--- config.mk ---
export PLATFORM = sky130hd
export DESIGN_NAME = fetch_unit
export DESIGN_NICKNAME = d
export VERILOG_FILES = /design/src/rtl/fetch_unit.sv
export SDC_FILE = /design/constraint.sdc
export NUM_CORES = 1
export LEC_CHECK = 0
export CAP_MARGIN = 15
export CORE_ASPECT_RATIO = 1.75
export CORE_MARGIN = 3
export CORE_UTILIZATION = 58
export DETAILED_ROUTE_END_ITERATION = 8
export PLACE_DENSITY = 0.9
export SYNTH_ARGS = -nofsm -noshare
export SYNTH_HDL_FRONTEND = slang
export SYNTH_SLANG_ARGS = --single-unit
--- constraint.sdc ---
create_clock -name clk -period 7.1 [get_ports clk]
set_clock_uncertainty 0.15 [all_clocks]
set_input_delay 1.42 -clock clk [delete_from_list [all_inputs] [get_ports clk]]
set_output_delay 1.42 -clock clk [all_outputs]
set_load 0.03 [all_outputs]
--- src/rtl/fetch_unit.sv ---
// fetch_unit: PC owner and imem requester (imem_req_*/imem_resp_*) feeding a DEPTH-entry instruction queue to the decoder (instr_*), squashed by redirect_*
module fetch_unit #(
  parameter logic [31:0] RESET_PC = 32'h0000_0000,
  parameter int DEPTH = 2
) (
  input  logic        clk,
  input  logic        rst_n,
  output logic        imem_req_valid,
  input  logic        imem_req_ready,
  output logic [31:0] imem_req_addr,
  input  logic        imem_resp_valid,
  input  logic [31:0] imem_resp_data,
  input  logic        redirect_valid,
  input  logic [31:0] redirect_pc,
  output logic        instr_valid,
  input  logic        instr_ready,
  output logic [31:0] instr,
  output logic [31:0] instr_pc
);
  localparam int CW = $clog2(DEPTH + 1);
  localparam int PW = (DEPTH > 1) ? $clog2(DEPTH) : 1;
  logic [31:0] pc;
  logic [CW-1:0] outstanding, count, drop_cnt;
  logic [31:0] q_data [DEPTH];
  logic [31:0] q_pc [DEPTH];
  logic [31:0] f_pc [DEPTH];
  logic [PW-1:0] q_head, q_tail, f_head, f_tail;
  logic accept, resp_keep, pop;
  function automatic logic [PW-1:0] inc(input logic [PW-1:0] p);
    return (p == PW'(DEPTH - 1)) ? '0 : p + PW'(1);
  endfunction
  assign imem_req_valid = rst_n & ~redirect_valid & (({1'b0, outstanding} + {1'b0, count}) < (CW + 1)'(DEPTH));
  assign imem_req_addr = pc;
  assign accept = imem_req_valid & imem_req_ready;
  assign resp_keep = imem_resp_valid & ~redirect_valid & (drop_cnt == '0);
  assign instr_valid = count != '0;
  assign instr = q_data[q_head];
  assign instr_pc = q_pc[q_head];
  assign pop = instr_valid & instr_ready & ~redirect_valid;
  always_ff @(posedge clk or negedge rst_n) begin
    if (!rst_n) begin
      pc <= RESET_PC;
      outstanding <= '0;
      count <= '0;
      drop_cnt <= '0;
      q_head <= '0;
      q_tail <= '0;
      f_head <= '0;
      f_tail <= '0;
      for (int i = 0; i < DEPTH; i++) begin
        q_data[i] <= '0;
        q_pc[i] <= '0;
        f_pc[i] <= '0;
      end
    end else begin
      outstanding <= outstanding + CW'(accept) - CW'(imem_resp_valid);
      if (accept) begin
        f_pc[f_tail] <= pc;
        f_tail <= inc(f_tail);
      end
      // the tag FIFO pops on every response, kept or dropped, so it never needs an explicit flush
      if (imem_resp_valid) f_head <= inc(f_head);
      if (redirect_valid) begin
        pc <= redirect_pc & ~32'd3;
        drop_cnt <= outstanding - CW'(imem_resp_valid);
        count <= '0;
        q_head <= '0;
        q_tail <= '0;
      end else begin
        if (accept) pc <= pc + 32'd4;
        if (imem_resp_valid && drop_cnt != '0) drop_cnt <= drop_cnt - CW'(1);
        if (resp_keep) begin
          q_data[q_tail] <= imem_resp_data;
          q_pc[q_tail] <= f_pc[f_head];
          q_tail <= inc(q_tail);
        end
        if (pop) q_head <= inc(q_head);
        count <= count + CW'(resp_keep) - CW'(pop);
      end
    end
  end
  a_no_overflow: assert property (@(posedge clk) disable iff (!rst_n) !(resp_keep && count == CW'(DEPTH)));
endmodule

Yosys cells after proc, flatten, opt, wreduce, memory -nomap -nowiden
Cells that the tools add are included.
Storage, ports and cells
  output and inout port bits: 98
  bits of input ports: 70
  flip-flop bits (word level): 234
  logic and storage cells: 85
Operators by class
  muxes and demuxes: 29
  $lt $le $gt $ge: 7
  reduce and logical (&&, ||, !) cells: 11
  bitwise gates (word level): 12
  $add $sub $neg: 12
Operators with widths (number)
  2-to-1 mux 32 bit: 13
  bitwise mux 64 bit: 3
  demux 32 bit (select 1 bit): 2
  adder 32 x 3 -> 32 bit (second input constant): 1
  nonzero test 2 bit: 6
  greater-or-equal comparator 2 bit (second input constant): 4
  2-to-1 mux 1 bit: 8
  inverter 1 -> 2 bit: 4
  bitwise AND 1 bit: 7
  2-to-1 mux 2 bit: 3
  subtractor 2 x 1 -> 2 bit: 3
  adder 1 bit (second input constant): 4
  adder 2 x 1 -> 2 bit: 2
  < comparator 2 x 1 -> 1 bit (second input constant): 2
  adder 2 x 2 -> 3 bit: 1
  logical AND 1 bit: 3
  < comparator 3 x 2 -> 1 bit (second input constant): 1
  zero test 2 bit: 1
  AND reduction 2 bit: 1
  subtractor 2 x 1 -> 2 bit (second input constant): 1
  inverter 1 bit: 1

Depth between registers and ports, before layout
  word-level depth: 6
  mapped depth: 12
  mapped depth without buffers: 10

Worst setup path after synthesis
OpenSTA, ideal clock, no wires.
  path type: input port to output port
  start point: in redirect_valid
  end point: out imem_req_valid
  path buffers: 1
  cell stages on the path: 2
  arrival: 2062 ps
  required time: 5530 ps
  path slack: 3468 ps
  cells stage by stage: buf_6 > nor4b_4
On the way
  longest elaborated chain between the ends: 3
RTL lines
  start, declared: line 13  | input logic redirect_valid,
  inverter 1 bit (no source line)
  bitwise AND 1 bit (2 in a row): line 32  | assign imem_req_valid = rst_n & ~redirect_valid & (({1'b0, outstanding} + {1'b0, count}) < (CW + 1)'(DEPTH));
  end, declared: line 8  | output logic imem_req_valid,
Every way passes these cells.

Final worst setup path
  start point: in rst_n
  end point: out imem_req_valid
On the way
  longest elaborated chain between the ends: 2
RTL lines
  start, declared: line 7  | input logic rst_n,
  bitwise AND 1 bit (2 in a row): line 32
Every way passes these cells.

==> flow_metrics.env <==
export IMPL_tightest_slew_ns=0.952
export IMPL_place_gp_congestion=0.837
export IMPL_numCtsBuffers=21
export IMPL_total_power_mw=5.34
export IMPL_outcome="completed"
export IMPL_clock_latency_ns=0.49
export IMPL_rsz0062_at_grt="no"
export IMPL_synth_top_area_share_pct=55.2
export IMPL_first_iter_violations=364
export IMPL_cp_arrival_ns=3.02
export IMPL_cts_tree="yes"
export IMPL_syn2layout_area_growth_pct=24.2
export IMPL_final_common_cell="dfrtp_1"
export IMPL_async_flop_share_pct=100
export IMPL_worstPathRequired_ns=5.53
export IMPL_final_cell_area_um2=12600
export IMPL_design_die_area_um2=19200
export IMPL_track_usage_pct=23.4
export IMPL_firstDrtPassIters=4
export IMPL_htree_num_levels=1
export IMPL_worst_slack_ns=2.51
export IMPL_slowest_stage="clkdlybuf4s50_1"
export IMPL_cp_max_fo=83
export IMPL_power_density_nw_per_um2=423
export IMPL_cp_num_buf_inv=2
export IMPL_syn_avg_cell_area_um2=12.3
export IMPL_crit_chain="buf_8 -> nor4b_4 -> clkdlybuf4s50_1"
export IMPL_ys_seq_area_share_pct=55.2
export IMPL_pre_cts_slack_ns=2.47
export IMPL_fin_crit_sh_pct=64.6
export IMPL_seqPwrFrac_pct=39.2
export IMPL_diodes=0
export IMPL_hold_path_class="flop to flop"
export IMPL_num_rows=63
export IMPL_post_cts_buffers=0
export IMPL_clkSinkCount=224
export IMPL_synthTopCellsByArea="dfrtp_1, mux2_2, mux2i_1"
export IMPL_die_height_um=181
export IMPL_start_kind="primary input"
export IMPL_syn_area_um2=10200
export IMPL_synth_top_flop_cell="dfrtp_1"
export IMPL_ys_warnings_count=0
export IMPL_core_area_um2=17000
export IMPL_setup_viol=0
export IMPL_initial_core_util_pct=59.6
export IMPL_cts_clk_slew_worst_paths_ns=0.06
export IMPL_dp_cells=1175
export IMPL_p_clk_share_pct=21.2
export IMPL_yosysTopAreaCell="dfrtp_1"
export IMPL_drc_errors=0
export IMPL_ys_seq_elements=224
export IMPL_switching_power_mw=1.84
export IMPL_grt_pass1_vias=7319
export IMPL_end_kind="primary output"
export IMPL_ir_drop_v=0.000264
export IMPL_drt_wl_total_um=22100
export IMPL_sw_frac_of_total_pct=34.5
export IMPL_setup_tns_final_ns=0
export IMPL_pwr_share_comb_pct=39.6
export IMPL_vias_per_cell=5.63
export IMPL_dp_final_hpwl_um=15000
export IMPL_finalCriticalPeriod_ns=4.59
export IMPL_slew_viol_final=0
export IMPL_hold_viol_final=0
export IMPL_antenna_left=0
export IMPL_stdcell_count=1211
export IMPL_clock_fmax_mhz=218
export IMPL_max_stage_delay_ns=0.74
export IMPL_dpl_cell_area_um2=11900
export IMPL_postSynthCellCount=824
export IMPL_hold_buffers=0
export IMPL_grt_pass1_wl_um=36700
export IMPL_root_buffer="clkbuf_16"
export IMPL_nets=1049
export IMPL_synth_edf_count=0
export IMPL_portBuffers=161
export IMPL_wire_per_inst_um=18.3
export IMPL_drv_cap=0
export IMPL_final_cell_mix="dfrtp_1, mux2_2, clkdlybuf4s50_1"
export IMPL_clock_path_buffers=3
export IMPL_grt_max_degree=84
export IMPL_post_route_util_pct=74.1
export IMPL_grt_antenna_before_repair=0
export IMPL_vias=6823
export IMPL_max_slew_margin_rel_pct=35.9
export IMPL_holdWs_ns=0.326
export IMPL_drive_gt1_share_pct=25.3
export IMPL_ys_types=50
export IMPL_fillers=1122
export IMPL_cts_resized=0
export IMPL_die_width_um=106
export IMPL_io_pin_count=168
export IMPL_grt_overflow_total=0
export IMPL_path_class="primary input to primary output"
export IMPL_power_leakage_nw=5.60
export IMPL_critPathTopFamily="buffers and inverters"
export IMPL_internal_power_mw=3.50
-- registers in the layout (all words and copies together), names as in the netlist --
signal,count
q_pc,60
q_data,64
f_tail,1
q_tail,1
drop_cnt,2
count,2
q_head,1
f_head,1
imem_req_addr,30
f_pc,60
outstanding,2
-- cell families after synthesis --
family / share of synthesized area [%]
muxes: 23.5
buffers and inverters: 2.91
DFF: 55.2
AOI/OAI and AO/OA: 5.84
and+or+nand+nor: 9.16
adders and majority gates: 1.06
other: 0.0369
xor gates and xnor gates: 2.33
-- synthesized netlist by cell type (2+ instances only) --
cell,count
buf_6,4
xor2_1,16
or2_2,3
ha_1,7
nor4_4,3
mux2i_1,31
o21ai_1,4
buf_4,6
buf_2,8
nand2b_1,2
nand4_4,2
and2_1,3
mux2_2,184
a21oi_1,32
o211ai_1,2
nand3_1,13
nand2_1,73
xnor2_1,11
clkbuf_1,26
dfrtp_1,224
inv_1,10
o311ai_0,3
and3_1,8
o21ai_0,53
a221o_1,3
buf_1,7
a31oi_1,2
nand4_1,7
nor2_1,50
nor4_1,4
nor2b_1,4
-- worst paths after layout --
path / endpoint / startpoint / slack, ns / cells after the start
worst max-delay path: imem_req_valid / rst_n / 2.51 / 3
worst min-delay path: q_pc[2] / q_pc[2] / 0.33 / 2
worst max register to register: outstanding[1] / outstanding[0] / 4.01 / 10
worst min register to register: q_pc[2] / q_pc[2] / 0.33 / 2
max in group asynchronous: f_pc[15] / rst_n / 3.85 / 3
min in group asynchronous: q_pc[62] / rst_n / 0.76 / 1
-- area by class of cell --
type                       count  area [um^2]  area share, %
timing repair buffer         172         1690           13.4
clock buffer                  33          661           5.24
clock inverter                 3         43.8          0.347
multi-input combinational    541         4280           33.9
tap                          227          284           2.25
inverter                      11         41.3          0.327
sequential                   224         5610           44.5
-- tightest hold or removal path, stage by stage (launching register included) --
cell and delay, ns:
dfrtp_1 0.34, nand2_1 0.04, o21ai_0 0.06
-- per-layer routing --
| metal | track usage [%] | vias up | part of all wire [%] |
|---|---|---|---|
| met2 | 42.7 | 198 | 53 |
| met1 | 28.1 | 3411 | 40 |
| met3 | 3.11 | 41 | 4.3 |
| met4 | 8.04 | 0 | 2.5 |
| li1 | - | 3173 | - |
| met5 | 0 | - | 0 |
-- power by group through the flow --
stage	clock [mW]	combinational (mW)	sequential (mW)
after CTS	1.15	2.14	2.09
final	1.13	2.12	2.09
after detailed placement	0	2.12	2.11
after global placement	0	2.07	2.06
after global routing	1.20	2.27	2.16
after floorplan	0	1.42	2.04
No activity file was read; power rests on OpenSTA's default activity.
